**config.mk**
```make
export PLATFORM = sky130hd
export DESIGN_NAME = pipeline_ctrl_flat
export DESIGN_NICKNAME = d
export VERILOG_FILES = /design/src/rtl/pipeline_ctrl_if.sv /design/src/rtl/pipeline_ctrl.sv /design/src/flat_wrapper.sv
export SDC_FILE = /design/constraint.sdc
export NUM_CORES = 1
export LEC_CHECK = 0
export ABC_AREA = 0
export CAP_MARGIN = 0
export CORE_MARGIN = 3
export CORE_UTILIZATION = 51
export DETAILED_ROUTE_END_ITERATION = 16
export GPL_TIMING_DRIVEN = 0
export PLACE_DENSITY = 0.91
export SETUP_SLACK_MARGIN = 0.4
export SYNTH_ARGS = -nofsm -noshare
export SYNTH_HDL_FRONTEND = slang
export SYNTH_SLANG_ARGS = --single-unit
```
**constraint.sdc**
```tcl
create_clock -name CLK -period 3.28 [get_ports CLK]
set_input_delay 0.328 -clock CLK [delete_from_list [all_inputs] [get_ports CLK]]
set_output_delay 0.328 -clock CLK [all_outputs]
set_load 0.01 [all_outputs]
```
**src/rtl/pipeline_ctrl_if.sv**
```systemverilog
// Handshake bundle between the pipeline sequencing controller and the MIPS datapath.
// The master side is the controller; the slave side is the datapath and caches.
interface pipeline_ctrl_if #(
    parameter int CNT_W = 32
);
    logic             ihit;
    logic             dhit;
    logic             mm_dREN;
    logic             mm_dWEN;
    logic             mm_halt;
    logic             mm_redirect;
    logic             ex_memread;
    logic [4:0]       ex_rd;
    logic [4:0]       id_rs;
    logic [4:0]       id_rt;
    logic             dREN_out;
    logic             dWEN_out;
    logic             pc_en;
    logic             ifid_en;
    logic             idex_en;
    logic             exmm_en;
    logic             mmwb_en;
    logic             ifid_flush;
    logic             idex_flush;
    logic             exmm_flush;
    logic             halt;
    logic [CNT_W-1:0] stall_cnt;
    logic [CNT_W-1:0] flush_cnt;

    modport master (
        input  ihit, dhit, mm_dREN, mm_dWEN, mm_halt, mm_redirect,
        input  ex_memread, ex_rd, id_rs, id_rt,
        output dREN_out, dWEN_out,
        output pc_en, ifid_en, idex_en, exmm_en, mmwb_en,
        output ifid_flush, idex_flush, exmm_flush,
        output halt, stall_cnt, flush_cnt
    );

    modport slave (
        output ihit, dhit, mm_dREN, mm_dWEN, mm_halt, mm_redirect,
        output ex_memread, ex_rd, id_rs, id_rt,
        input  dREN_out, dWEN_out,
        input  pc_en, ifid_en, idex_en, exmm_en, mmwb_en,
        input  ifid_flush, idex_flush, exmm_flush,
        input  halt, stall_cnt, flush_cnt
    );
endinterface

```
**src/rtl/pipeline_ctrl.sv**
```systemverilog
// Five-stage pipeline sequencer: latch enables/flushes, dcache request gating,
// sticky halt and saturating stall/redirect performance counters.
module pipeline_ctrl #(
    parameter int CNT_W = 32
) (
    input  logic              CLK,
    input  logic              nRST,
    pipeline_ctrl_if.master   bus
);

    typedef enum logic [1:0] {
        RUN     = 2'd0,
        MEMWAIT = 2'd1,
        HALTED  = 2'd2
    } state_e;

    localparam logic [CNT_W-1:0] CNT_MAX = {CNT_W{1'b1}};
    localparam logic [CNT_W-1:0] CNT_ONE = {{(CNT_W-1){1'b0}}, 1'b1};

    state_e           state_q, state_d;
    logic             dmem_done_q, dmem_done_d;
    logic             halt_q, halt_d;
    logic [CNT_W-1:0] stall_cnt_q, stall_cnt_d;
    logic [CNT_W-1:0] flush_cnt_q, flush_cnt_d;

    logic halted_s;
    logic mem_busy_s;
    logic advance_s;
    logic load_use_s;
    logic redirect_s;
    logic bubble_s;

    // Hazard and progress decode shared by outputs and next-state logic
    always_comb begin
        halted_s   = (state_q == HALTED);
        mem_busy_s = (bus.mm_dREN | bus.mm_dWEN) & ~bus.dhit & ~dmem_done_q;
        advance_s  = bus.ihit & ~mem_busy_s & ~halted_s;
        load_use_s = bus.ex_memread & (bus.ex_rd != 5'd0) &
                     ((bus.ex_rd == bus.id_rs) | (bus.ex_rd == bus.id_rt));
        redirect_s = advance_s & bus.mm_redirect;
        bubble_s   = advance_s & ~bus.mm_redirect & load_use_s;
    end

    // Latch enables and flushes; a redirect discards any load-use bubble
    always_comb begin
        bus.pc_en      = 1'b0;
        bus.ifid_en    = 1'b0;
        bus.idex_en    = 1'b0;
        bus.exmm_en    = 1'b0;
        bus.mmwb_en    = 1'b0;
        bus.ifid_flush = 1'b0;
        bus.idex_flush = 1'b0;
        bus.exmm_flush = 1'b0;
        if (halted_s || !advance_s) begin
            bus.pc_en = 1'b0;
        end else if (bus.mm_redirect) begin
            bus.pc_en      = 1'b1;
            bus.ifid_en    = 1'b1;
            bus.idex_en    = 1'b1;
            bus.exmm_en    = 1'b1;
            bus.mmwb_en    = 1'b1;
            bus.ifid_flush = 1'b1;
            bus.idex_flush = 1'b1;
            bus.exmm_flush = 1'b1;
        end else if (load_use_s) begin
            bus.idex_en    = 1'b1;
            bus.idex_flush = 1'b1;
            bus.exmm_en    = 1'b1;
            bus.mmwb_en    = 1'b1;
        end else begin
            bus.pc_en   = 1'b1;
            bus.ifid_en = 1'b1;
            bus.idex_en = 1'b1;
            bus.exmm_en = 1'b1;
            bus.mmwb_en = 1'b1;
        end
    end

    // A completed access is not re-issued while the pipe waits on the icache
    always_comb begin
        bus.dREN_out  = bus.mm_dREN & ~dmem_done_q & ~halted_s;
        bus.dWEN_out  = bus.mm_dWEN & ~dmem_done_q & ~halted_s;
        bus.halt      = halt_q;
        bus.stall_cnt = stall_cnt_q;
        bus.flush_cnt = flush_cnt_q;
    end

    // Next-state for the sequencer, completion flag, halt and counters
    always_comb begin
        state_d     = state_q;
        dmem_done_d = dmem_done_q;
        halt_d      = halt_q;
        stall_cnt_d = stall_cnt_q;
        flush_cnt_d = flush_cnt_q;

        case (state_q)
            RUN: begin
                if (advance_s && bus.mm_halt) begin
                    state_d = HALTED;
                end else if (mem_busy_s) begin
                    state_d = MEMWAIT;
                end else begin
                    state_d = RUN;
                end
            end
            MEMWAIT: begin
                if (advance_s && bus.mm_halt) begin
                    state_d = HALTED;
                end else if (bus.dhit || dmem_done_q) begin
                    state_d = RUN;
                end else begin
                    state_d = MEMWAIT;
                end
            end
            HALTED: begin
                state_d = HALTED;
            end
            default: begin
                state_d = RUN;
            end
        endcase

        if (advance_s) begin
            dmem_done_d = 1'b0;
        end else if (bus.dhit) begin
            dmem_done_d = 1'b1;
        end else begin
            dmem_done_d = dmem_done_q;
        end

        if (advance_s && bus.mm_halt) begin
            halt_d = 1'b1;
        end else begin
            halt_d = halt_q;
        end

        if (!halted_s && (!advance_s || bubble_s) && (stall_cnt_q != CNT_MAX)) begin
            stall_cnt_d = stall_cnt_q + CNT_ONE;
        end else begin
            stall_cnt_d = stall_cnt_q;
        end

        if (redirect_s && (flush_cnt_q != CNT_MAX)) begin
            flush_cnt_d = flush_cnt_q + CNT_ONE;
        end else begin
            flush_cnt_d = flush_cnt_q;
        end
    end

    // State register
    always_ff @(posedge CLK or negedge nRST) begin
        if (!nRST) begin
            state_q     <= RUN;
            dmem_done_q <= 1'b0;
            halt_q      <= 1'b0;
            stall_cnt_q <= {CNT_W{1'b0}};
            flush_cnt_q <= {CNT_W{1'b0}};
        end else begin
            state_q     <= state_d;
            dmem_done_q <= dmem_done_d;
            halt_q      <= halt_d;
            stall_cnt_q <= stall_cnt_d;
            flush_cnt_q <= flush_cnt_d;
        end
    end

endmodule

```
**src/flat_wrapper.sv**
```systemverilog
// flat-port wrapper written by rule: the top's interface ports become plain ports
module pipeline_ctrl_flat 
#(
    parameter int CNT_W = 32
)
  (CLK, nRST, bus_ihit, bus_dhit, bus_mm_dREN, bus_mm_dWEN, bus_mm_halt, bus_mm_redirect, bus_ex_memread, bus_ex_rd, bus_id_rs, bus_id_rt, bus_dREN_out, bus_dWEN_out, bus_pc_en, bus_ifid_en, bus_idex_en, bus_exmm_en, bus_mmwb_en, bus_ifid_flush, bus_idex_flush, bus_exmm_flush, bus_halt, bus_stall_cnt, bus_flush_cnt);
  pipeline_ctrl_if #(.CNT_W(CNT_W)) bus_i ();
  input  logic CLK;
  input  logic nRST;
  input wire logic [$bits(bus_i.ihit)-1:0] bus_ihit;
  input wire logic [$bits(bus_i.dhit)-1:0] bus_dhit;
  input wire logic [$bits(bus_i.mm_dREN)-1:0] bus_mm_dREN;
  input wire logic [$bits(bus_i.mm_dWEN)-1:0] bus_mm_dWEN;
  input wire logic [$bits(bus_i.mm_halt)-1:0] bus_mm_halt;
  input wire logic [$bits(bus_i.mm_redirect)-1:0] bus_mm_redirect;
  input wire logic [$bits(bus_i.ex_memread)-1:0] bus_ex_memread;
  input wire logic [$bits(bus_i.ex_rd)-1:0] bus_ex_rd;
  input wire logic [$bits(bus_i.id_rs)-1:0] bus_id_rs;
  input wire logic [$bits(bus_i.id_rt)-1:0] bus_id_rt;
  output wire logic [$bits(bus_i.dREN_out)-1:0] bus_dREN_out;
  output wire logic [$bits(bus_i.dWEN_out)-1:0] bus_dWEN_out;
  output wire logic [$bits(bus_i.pc_en)-1:0] bus_pc_en;
  output wire logic [$bits(bus_i.ifid_en)-1:0] bus_ifid_en;
  output wire logic [$bits(bus_i.idex_en)-1:0] bus_idex_en;
  output wire logic [$bits(bus_i.exmm_en)-1:0] bus_exmm_en;
  output wire logic [$bits(bus_i.mmwb_en)-1:0] bus_mmwb_en;
  output wire logic [$bits(bus_i.ifid_flush)-1:0] bus_ifid_flush;
  output wire logic [$bits(bus_i.idex_flush)-1:0] bus_idex_flush;
  output wire logic [$bits(bus_i.exmm_flush)-1:0] bus_exmm_flush;
  output wire logic [$bits(bus_i.halt)-1:0] bus_halt;
  output wire logic [$bits(bus_i.stall_cnt)-1:0] bus_stall_cnt;
  output wire logic [$bits(bus_i.flush_cnt)-1:0] bus_flush_cnt;
  assign bus_i.ihit = bus_ihit;
  assign bus_i.dhit = bus_dhit;
  assign bus_i.mm_dREN = bus_mm_dREN;
  assign bus_i.mm_dWEN = bus_mm_dWEN;
  assign bus_i.mm_halt = bus_mm_halt;
  assign bus_i.mm_redirect = bus_mm_redirect;
  assign bus_i.ex_memread = bus_ex_memread;
  assign bus_i.ex_rd = bus_ex_rd;
  assign bus_i.id_rs = bus_id_rs;
  assign bus_i.id_rt = bus_id_rt;
  assign bus_dREN_out = bus_i.dREN_out;
  assign bus_dWEN_out = bus_i.dWEN_out;
  assign bus_pc_en = bus_i.pc_en;
  assign bus_ifid_en = bus_i.ifid_en;
  assign bus_idex_en = bus_i.idex_en;
  assign bus_exmm_en = bus_i.exmm_en;
  assign bus_mmwb_en = bus_i.mmwb_en;
  assign bus_ifid_flush = bus_i.ifid_flush;
  assign bus_idex_flush = bus_i.idex_flush;
  assign bus_exmm_flush = bus_i.exmm_flush;
  assign bus_halt = bus_i.halt;
  assign bus_stall_cnt = bus_i.stall_cnt;
  assign bus_flush_cnt = bus_i.flush_cnt;
  pipeline_ctrl #(.CNT_W(CNT_W)) u_core (.CLK(CLK), .nRST(nRST), .bus(bus_i));
endmodule
```
==> flow_metrics.env, run 1 <==
export IMPL_die_w_um=88.2
export IMPL_seq_area_frac_synth=0.494
export IMPL_yosys_area_share_simple=0.248
export IMPL_drc=0
export IMPL_layout_common_cells="clkdlybuf4s50_1 (97), dfrtp_1 (68), xnor2_1 (51), nand4_1 (30)"
export IMPL_period_share=0.840
export IMPL_ctsLongestPathBuffers=2
export IMPL_use_met1=0.291
export IMPL_multi_input_area_sq_um=1650
export IMPL_min_path_type="primary input to async pin"
export IMPL_syn_area_sq_um=3440
export IMPL_synth_top_flop_cell="dfrtp_1"
export IMPL_area_growth_pct=39.0
export IMPL_cpLargestDelayFamily="buffers and inverters"
export IMPL_powerDensity_nw_per_um2=503
export IMPL_dp_hpwl_um=6120
export IMPL_insertion_delay_ns=0.34
export IMPL_tightest_slew_ns=0.830
export IMPL_setup_tns_ns=0
export IMPL_fill_cells=442
export IMPL_setup_viol=0
export IMPL_synthArstFlopShare=1.00
export IMPL_critical_path_max_stage_delay_ns=0.56
export IMPL_grt_use_met3=0.0395
export IMPL_layout_min_cycle_time_ns=2.76
export IMPL_cts_tree="built"
export IMPL_drv_cap=0
export IMPL_ir_drop_v=0.000325
export IMPL_drtPass1Iterations=4
export IMPL_antenna_found_initial=0
export IMPL_yosysUniqueCellTypes=39
export IMPL_vias=2998
export IMPL_final_area_sq_um=4790
export IMPL_start_util=0.533
export IMPL_crit_top_cell="clkdlybuf4s50_1"
export IMPL_cp_end_kind="primary output"
export IMPL_drive_gt1_frac=0.0721
export IMPL_clock_root_buffer="clkbuf_8"
export IMPL_final_seq_area_sq_um=1700
export IMPL_synth_compound_area_frac=0.0364
export IMPL_grt_max_degree=69
export IMPL_grt_first_pass_wirelength_um=14200
export IMPL_place_area_sq_um=4520
export IMPL_routedWlPerCell_um=16.3
export IMPL_cts_sinks=68
export IMPL_groute_usage_overall=0.230
export IMPL_synth_top_family_by_area="simple AND/OR/NAND/NOR gates"
export IMPL_grt_setup_unrepaired="no"
export IMPL_cp_num_buf_inv=3
export IMPL_synthCells=330
export IMPL_leakage_nw=2.00
export IMPL_syn_nets=356
export IMPL_hold_violations=0
export IMPL_layout_commonest_cell="clkdlybuf4s50_1"
export IMPL_criticalPathCategory="primary input to primary output"
export IMPL_critical_path_max_fanout=3
export IMPL_status="complete, no violations"
export IMPL_grt_ovfl_total=0
export IMPL_cts_buffers=9
export IMPL_place_inst=505
export IMPL_fin_nets=465
export IMPL_use_met2=0.395
export IMPL_portBuffers=98
export IMPL_ant_nets=0
export IMPL_drt_iter0_drc=127
export IMPL_synthAdderAreaFrac=0.00727
export IMPL_finalMaxSlewViolations=0
export IMPL_io_pins=99
export IMPL_synth_edf_count=0
export IMPL_htreeDepth=3
export IMPL_skew_ns=0.0104
export IMPL_hold_slack_ns=0.0901
export IMPL_max_freq_ghz=0.363
export IMPL_crit_chain="clkdlybuf4s50_1, or4_1, o21ai_2, nor2_1, a21boi_1, buf_4, clkdlybuf4s50_1"
export IMPL_grt_busiest_layer="met2"
export IMPL_ys_ff_latch=68
export IMPL_arrival_ns=2.43
export IMPL_relSlewSlack=0.447
export IMPL_routed_wl_um=8470
export IMPL_critPathRequiredTime_ns=2.95
export IMPL_synth_area_mux_share=0.00981
export IMPL_die_y_um=88.2
export IMPL_cp_slowest_cell="or4_1"
export IMPL_path_clk_slew_ns=0.07
export IMPL_gp_congestion=0.781
export IMPL_antennaDiodeCount=0
export IMPL_num_rows=29
export IMPL_synth_xor_area_share=0.176
export IMPL_start_kind="primary input"
export IMPL_viasPerCell=5.75
export IMPL_grt_pass1_vias=3033
export IMPL_core_sq_um=6460
export IMPL_dieArea_sq_um=7770
export IMPL_avgSynthCellArea_sq_um=10.4
export IMPL_ys_warn_count=0
export IMPL_layout_cells_non_filler=521
synthesized netlist by cell type, types with 2 or more instances:
| cell type | instances | area share |
|---|---|---|
| and2_1 | 5 | 0.0091 |
| nand2_1 | 22 | 0.024 |
| clkbuf_1 | 4 | 0.0044 |
| a21boi_0 | 2 | 0.0044 |
| nand4_1 | 30 | 0.055 |
| and3_1 | 22 | 0.040 |
| ha_1 | 2 | 0.0073 |
| buf_4 | 4 | 0.0087 |
| inv_1 | 7 | 0.0076 |
| dfrtp_1 | 68 | 0.49 |
| nand3_1 | 22 | 0.032 |
| a21oi_1 | 3 | 0.0044 |
| xnor2_1 | 51 | 0.13 |
| o21a_1 | 2 | 0.0044 |
| a31oi_1 | 2 | 0.0036 |
| nor3_1 | 6 | 0.0087 |
| or4_1 | 2 | 0.0044 |
| xor2_1 | 18 | 0.046 |
| o21ai_0 | 3 | 0.0044 |
| mux2_2 | 3 | 0.0098 |
| nor3b_1 | 2 | 0.0044 |
| buf_6 | 2 | 0.0065 |
| nor4_1 | 3 | 0.0055 |
| nor2_1 | 20 | 0.022 |
| and4_1 | 11 | 0.028 |
flip-flops by register name (all words and copies together), names as in the netlist:
register              count
u_core.bus.flush_cnt     32
u_core.bus.stall_cnt     32
u_core.state_q            2
u_core.bus.halt           1
u_core.dmem_done_q        1
metal layers:
layer,share of wire,up-vias
met5,0,-
met2,0.52,129
met4,0.018,0
met1,0.40,1457
li1,-,1397
met3,0.062,15
through the flow:
stage | util | power [mW] | setup WS (ns)
CTS | 0.739 | 2.42 | 0.417
floorplan | - | 1.26 | 1.14
finish | 0.741 | 2.40 | 0.524
global placement | 0.700 | 1.53 | -0.302
detailed placement | 0.699 | 1.55 | 0.342
global route | 0.741 | 2.51 | 0.401
timing repair:
| action | CTS | global route |
|---|---|---|
| endpoints found under the setup margin | 1 | 7 |
| hold buffers | 0 | 0 |
| pin swaps | 0 | 0 |
| gates resized for setup | 1 | 3 |
| setup buffers | 0 | 0 |
power breakdown:
part	leakage (nW)	internal, mW	switching [mW]
Clock	0.130	0.549	0.320
Combinational	0.950	0.283	0.251
Sequential	0.918	0.908	0.0928
Total	2.00	1.74	0.665
final cells by class:
class	instances	share of cell area
clock inverters	5	0.0225
repair buffers	98	0.204
well taps	77	0.0201
inverters	7	0.00549
plain buffers	11	0.0152
multi-input cells	244	0.345
clock buffers	11	0.0316
flip-flops and latches	68	0.356
final timing paths:
path	cells past startpoint	slack [ns]	to	startpoint
max reg2reg	6	0.94	u_core.bus.flush_cnt[11]	u_core.bus.flush_cnt[15]
min	1	0.09	u_core.bus.stall_cnt[7]	nRST
max	7	0.52	bus_pc_en	bus_ex_rd[0]
min in group CLK	1	0.49	u_core.bus.halt	u_core.bus.halt
max in group asynchronous	1	2.65	u_core.bus.flush_cnt[29]	nRST
min reg2reg	1	0.49	u_core.bus.halt	u_core.bus.halt
kinds of logic after synthesis:
family | after synthesis
and+or+nand+nor | 152
xor gates and xnor gates | 69
DFF | 68
AOI/OAI and AO/OA | 18
buffers and inverters | 18
muxes | 3
adders and majority gates | 2
Note: power is estimated with default switching activity, not from simulation.
==> run 2, diff against run 1 <==
--- a/config.mk
+++ b/config.mk
@@ -8,10 +8,10 @@
 export ABC_AREA = 0
 export CAP_MARGIN = 0
 export CORE_MARGIN = 3
-export CORE_UTILIZATION = 51
+export CORE_UTILIZATION = 43
 export DETAILED_ROUTE_END_ITERATION = 16
 export GPL_TIMING_DRIVEN = 0
-export PLACE_DENSITY = 0.91
+export PLACE_DENSITY = 0.82
 export SETUP_SLACK_MARGIN = 0.4
 export SYNTH_ARGS = -nofsm -noshare
 export SYNTH_HDL_FRONTEND = slang
==> constraint.sdc (replaced) <==
create_clock -name CLK -period 2.5 [get_ports CLK]
set_input_delay 0.25 -clock CLK [delete_from_list [all_inputs] [get_ports CLK]]
set_output_delay 0.25 -clock CLK [all_outputs]
set_load 0.01 [all_outputs]
==> run 2 against run 1 <==
Net effect:
- die area rose by 17%
- non-clock buffer count is 45 higher
- via count rose by 8.3%
- routed wire length rose by 15%
- critical path depth unchanged
- clock skew shrank 0.0029 ns
- register-to-register slack got worse by 0.58 ns
- first-iteration DRC count up 29%
- sequential power grew 30%
- final cell count increased by 12%
- clock power shrank 6.7%
- critical endpoint is now u_core.bus.flush_cnt[31]
==> flow_metrics.env, run 2 (same netlist as run 1, synthesis figures left out) <==
export IMPL_vias=3246
export IMPL_finalMaxSlewViolations=0
export IMPL_layout_common_cells="clkdlybuf4s50_1 (85), dfrtp_1 (65), xnor2_1 (51), buf_4 (49), nand4_1 (30)"
export IMPL_drtPass1Iterations=5
export IMPL_ctsLongestPathBuffers=2
export IMPL_ant_nets=0
export IMPL_grt_pass1_vias=3109
export IMPL_insertion_delay_ns=0.34
export IMPL_critical_path_max_stage_delay_ns=0.50
export IMPL_combPwrFrac=0.286
export IMPL_cpLargestDelayFamily="simple AND/OR/NAND/NOR gates"
export IMPL_fin_nets=510
export IMPL_cp_slowest_cell="nor4_1"
export IMPL_period_share=0.858
export IMPL_grt_ovfl_total=0
export IMPL_antenna_found_initial=0
export IMPL_tightest_slew_ns=0.843
export IMPL_critical_path_max_fanout=4
export IMPL_groute_usage_overall=0.203
export IMPL_final_area_sq_um=5160
export IMPL_p_int_mw=2.07
export IMPL_path_clk_slew_ns=0.07
export IMPL_antennaDiodeCount=0
export IMPL_layout_min_cycle_time_ns=2.14
export IMPL_cp_num_buf_inv=1
export IMPL_place_area_sq_um=4550
export IMPL_critPathRequiredTime_ns=2.76
export IMPL_gp_congestion=0.910
export IMPL_portBuffers=98
export IMPL_die_w_um=95.5
export IMPL_routedWlPerCell_um=16.6
export IMPL_finalPower_mw=2.96
export IMPL_skew_ns=0.00755
export IMPL_place_inst=527
export IMPL_start_kind="flip-flop"
export IMPL_drive_gt1_frac=0.203
export IMPL_criticalPathCategory="flip-flop to flip-flop"
export IMPL_num_rows=31
export IMPL_drc=0
export IMPL_grt_first_pass_wirelength_um=14400
export IMPL_arrival_ns=2.41
export IMPL_core_sq_um=7520
export IMPL_layout_cells_non_filler=586
export IMPL_max_freq_ghz=0.466
export IMPL_final_util=0.686
export IMPL_status="complete, no violations"
export IMPL_viasPerCell=5.54
export IMPL_netSwitchingFraction=0.300
export IMPL_leakage_nw=2.28
export IMPL_powerDensity_nw_per_um2=573
export IMPL_cts_tree="built"
export IMPL_place_ws_ns=-0.302
export IMPL_area_growth_pct=50.1
export IMPL_hold_buffers=0
export IMPL_min_path_type="primary input to async pin"
export IMPL_htreeDepth=3
export IMPL_cts_sinks=68
export IMPL_die_y_um=95.5
export IMPL_grt_max_degree=69
export IMPL_power_switching_mw=0.888
export IMPL_rr_startpoint="u_core.bus.flush_cnt[4]"
export IMPL_grt_setup_unrepaired="yes"
export IMPL_cp_end_kind="flip-flop"
export IMPL_clkPwrFrac=0.275
export IMPL_dieArea_sq_um=9110
export IMPL_io_pins=99
export IMPL_dp_hpwl_um=6280
export IMPL_drv_cap=0
export IMPL_setup_viol=0
export IMPL_cts_buffers=9
export IMPL_crit_chain="and4_4, buf_4, nand3_1, nor4_1, o2111ai_1, nor3_1, xnor2_1"
export IMPL_layout_commonest_cell="clkdlybuf4s50_1"
export IMPL_hold_violations=0
export IMPL_worst_slack_ns=0.356
export IMPL_clock_root_buffer="clkbuf_8"
export IMPL_crit_start="u_core.bus.flush_cnt[4]"
export IMPL_drt_iter0_drc=164
export IMPL_ir_drop_v=0.000423
export IMPL_start_util=0.457
export IMPL_p_seq_frac=0.439
export IMPL_relSlewSlack=0.438
export IMPL_routed_wl_um=9710
run 2: path summary, 6_finish.rpt:
kind / end / slack, ns / depth (start not counted)
min: u_core.bus.stall_cnt[11] / 0.03 / 1
max: u_core.bus.flush_cnt[31] / 0.36 / 7
min in group CLK: u_core.bus.halt / 0.46 / 1
min reg2reg: u_core.bus.halt / 0.46 / 1
max reg2reg: u_core.bus.flush_cnt[31] / 0.36 / 7
max in group asynchronous: u_core.bus.flush_cnt[24] / 1.88 / 1
run 2: repair_timing:
| item | in CTS | in global routing |
|---|---|---|
| buffers inserted | 20 | 24 |
| pin swaps | 7 | 11 |
| setup endpoints to repair | 68 | 46 |
| gates cloned | 1 | 0 |
| resized for setup | 35 | 17 |
run 2: worst reg2reg max path: cells and delay by family (launching register included):
| kind | cells | cell delay, ns |
|---|---|---|
| and+or+nand+nor | 4 | 1.10 |
| AOI/OAI and AO/OA | 1 | 0.34 |
| buffers and inverters | 1 | 0.13 |
| DFF | 1 | 0.37 |
| xor gates and xnor gates | 1 | 0.14 |
run 2: cell type report:
cell class | instances | area [sq um]
buffer | 11 | 76.3
clock buffer | 12 | 165
clock inverter | 2 | 10.0
fill | 567 | 2360
inverter | 7 | 26.3
multi-input combinational | 244 | 1750
sequential | 68 | 1710
tap | 99 | 124
timing repair buffer | 143 | 1310
run 2: routing by layer:
metal | vias to the layer above | part of all wire | global-route usage
met1 | 1578 | 0.40 | 0.247
met3 | 24 | 0.079 | 0.0655
met2 | 161 | 0.51 | 0.348
li1 | 1483 | - | -
met4 | 0 | 0.013 | 0.0533
met5 | - | 0 | 0
run 2: power by group through the flow:
stage               sequential, mW  combinational (mW)  clock, mW
floorplan                     1.34               0.310          0
global placement              1.33               0.685          0
detailed placement            1.33               0.700          0
CTS                           1.29               0.788      0.830
global route                  1.31               0.922      0.885
finish                        1.30               0.847      0.812
run 2: stage by stage:
stage | TNS, ns | hold slack, ns
3_3_place_gp | -76.66 | 0.442
2_1_floorplan | 0 | -0.0456
5_1_grt | 0 | 0.0782
4_1_cts | 0 | 0.0436
6_report | 0 | 0.0324
3_5_place_dp | -4.77 | 0.411
==> run 3, diff against run 2 <==
--- a/config.mk
+++ b/config.mk
@@ -8,11 +8,13 @@
 export ABC_AREA = 0
 export CAP_MARGIN = 0
 export CORE_MARGIN = 3
-export CORE_UTILIZATION = 43
+export CORE_UTILIZATION = 45
+export CTS_BUF_LIST = sky130_fd_sc_hd__clkbuf_4
 export DETAILED_ROUTE_END_ITERATION = 16
 export GPL_TIMING_DRIVEN = 0
-export PLACE_DENSITY = 0.82
+export PLACE_DENSITY = 0.85
 export SETUP_SLACK_MARGIN = 0.4
+export SKIP_LAST_GASP = 1
 export SYNTH_ARGS = -nofsm -noshare
 export SYNTH_HDL_FRONTEND = slang
 export SYNTH_SLANG_ARGS = --single-unit
==> run 3 against run 2 <==
Net effect:
- clock skew grew 0.0071 ns
- clock-buffer cell count shrank 3
- combinational power grew 4.3%
- sequential power is essentially flat
- hold slack gained 0.40 ns
- utilization grew 2.2 points
- highest routed layer unchanged
- die area shrank 4.2%
- critical path depth is the same
==> flow_metrics.env, run 3 (same netlist as run 1, synthesis figures left out) <==
export IMPL_status="complete, no violations"
export IMPL_drive_gt1_frac=0.238
export IMPL_tightest_slew_ns=0.838
export IMPL_power_switching_mw=0.938
export IMPL_routedWlPerCell_um=16.7
export IMPL_antenna_found_initial=0
export IMPL_cp_end_kind="flip-flop"
export IMPL_p_seq_frac=0.464
export IMPL_io_pins=99
export IMPL_dp_hpwl_um=6090
export IMPL_clock_root_buffer="clkbuf_4"
export IMPL_ff2ff_path_depth=7
export IMPL_min_path_type="primary input to flip-flop"
export IMPL_period_share=0.854
export IMPL_r2r_end="u_core.bus.flush_cnt[13]"
export IMPL_hold_start="bus_ihit"
export IMPL_relSlewSlack=0.441
export IMPL_start_util=0.470
export IMPL_layout_common_cells="clkdlybuf4s50_1 (83), dfrtp_1 (65), xnor2_1 (47), buf_4 (45), nand4_1 (30)"
export IMPL_min_path_cells=2
export IMPL_finalMaxSlewViolations=0
export IMPL_skew_ns=0.0147
export IMPL_drv_cap=0
export IMPL_critical_path_max_fanout=7
export IMPL_cts_buffers=9
export IMPL_viasPerCell=5.52
export IMPL_ant_nets=0
export IMPL_criticalPathCategory="flip-flop to flip-flop"
export IMPL_leakage_nw=2.32
export IMPL_vias=3243
export IMPL_arrival_ns=2.48
export IMPL_num_rows=31
export IMPL_netSwitchingFraction=0.335
export IMPL_die_w_um=93.5
export IMPL_setup_viol=0
export IMPL_ctsLongestPathBuffers=2
export IMPL_antennaDiodeCount=0
export IMPL_area_growth_pct=51.0
export IMPL_grt_setup_unrepaired="yes"
export IMPL_layout_min_cycle_time_ns=2.13
export IMPL_clkPwrFrac=0.221
export IMPL_fin_nets=509
export IMPL_path_clk_slew_ns=0.12
export IMPL_grt_max_degree=69
export IMPL_start_kind="flip-flop"
export IMPL_grt_pass1_vias=3137
export IMPL_critPathRequiredTime_ns=2.85
export IMPL_cts_tree="built"
export IMPL_drtPass1Iterations=5
export IMPL_hold_violations=0
export IMPL_setup_tns_ns=0
export IMPL_grt_ovfl_total=0
export IMPL_combPwrFrac=0.315
export IMPL_portBuffers=98
export IMPL_r2r_setup_slack_ns=0.37
export IMPL_dieArea_sq_um=8730
export IMPL_die_y_um=93.5
export IMPL_ir_drop_v=0.000401
export IMPL_place_area_sq_um=4550
export IMPL_insertion_delay_ns=0.43
export IMPL_final_area_sq_um=5200
export IMPL_htreeDepth=3
export IMPL_cts_sinks=68
export IMPL_gp_congestion=0.890
export IMPL_grt_first_pass_wirelength_um=14900
export IMPL_core_sq_um=7330
export IMPL_finalPower_mw=2.80
export IMPL_powerDensity_nw_per_um2=539
export IMPL_routed_wl_um=9800
export IMPL_place_inst=527
export IMPL_layout_commonest_cell="clkdlybuf4s50_1"
export IMPL_groute_usage_overall=0.215
export IMPL_drc=0
export IMPL_whs_endpoint="u_core.dmem_done_q"
export IMPL_layout_cells_non_filler=587
export IMPL_drt_iter0_drc=127
export IMPL_max_freq_ghz=0.469
export IMPL_p_int_mw=1.86
export IMPL_rr_startpoint="u_core.bus.flush_cnt[5]"
-- run 3: critical path, stage by stage (launching register included) --
cell	delay [ns]
dfrtp_1	0.39
and4_4	0.25
nand3_2	0.09
or4_4	0.53
o31a_1	0.38
buf_6	0.18
nand4_1	0.08
xnor2_1	0.15
-- run 3: stage by stage --
step	utilization	hold WS [ns]	setup WS, ns
after floorplan	-	-0.0456	0.404
after global placement	0.621	0.440	-1.04
after detailed placement	0.621	0.404	-0.339
after CTS	0.671	0.439	0.271
after global routing	0.709	0.456	0.303
final	0.709	0.435	0.366
-- run 3: worst max path at each step --
stage                                   startpoint                        to  slack, ns  cells after the start
after floorplan           u_core.bus.flush_cnt[15]  u_core.bus.flush_cnt[11]       0.40                      6
after global placement                        nRST   u_core.bus.flush_cnt[0]      -1.04                      1
after detailed placement              bus_ex_rd[0]                 bus_pc_en      -0.34                      7
after CTS                       u_core.dmem_done_q                 bus_pc_en       0.27                      6
after global routing       u_core.bus.flush_cnt[5]  u_core.bus.flush_cnt[13]       0.30                      7
final                      u_core.bus.flush_cnt[5]  u_core.bus.flush_cnt[13]       0.37                      7
-- run 3: area by class of cell --
class	count	area, sq um
fillers	494	2130
multi-input cells	244	1850
flip-flops and latches	68	1710
repair buffers	142	1310
well taps	99	124
plain buffers	11	76.3
clock buffers	9	67.6
clock inverters	7	43.8
inverters	7	26.3
-- run 3: power groups by stage --
stage / clock (mW) / combinational (mW) / sequential [mW]
2_1_floorplan: 0 / 0.310 / 1.34
4_1_cts: 0.614 / 0.818 / 1.28
3_5_place_dp: 0 / 0.699 / 1.33
3_3_place_gp: 0 / 0.685 / 1.32
5_1_grt: 0.672 / 0.958 / 1.31
6_report: 0.618 / 0.883 / 1.30
-- run 3: metal layers --
| layer | GRT usage | routed length (um) | up-vias |
|---|---|---|---|
| met5 | 0 | 0 | - |
| met1 | 0.274 | 3900 | 1585 |
| met4 | 0.0745 | 177 | 0 |
| met2 | 0.363 | 5000 | 152 |
| li1 | - | - | 1483 |
| met3 | 0.0459 | 725 | 23 |
-- run 3: what timing repair did --
action,4_1_cts,5_1_grt
pin swaps,9,32
cloned,1,1
gates resized for setup,34,51
setup endpoints to repair,68,66
hold buffers,1,0
setup buffers,26,15
endpoints found under the hold margin,68,0
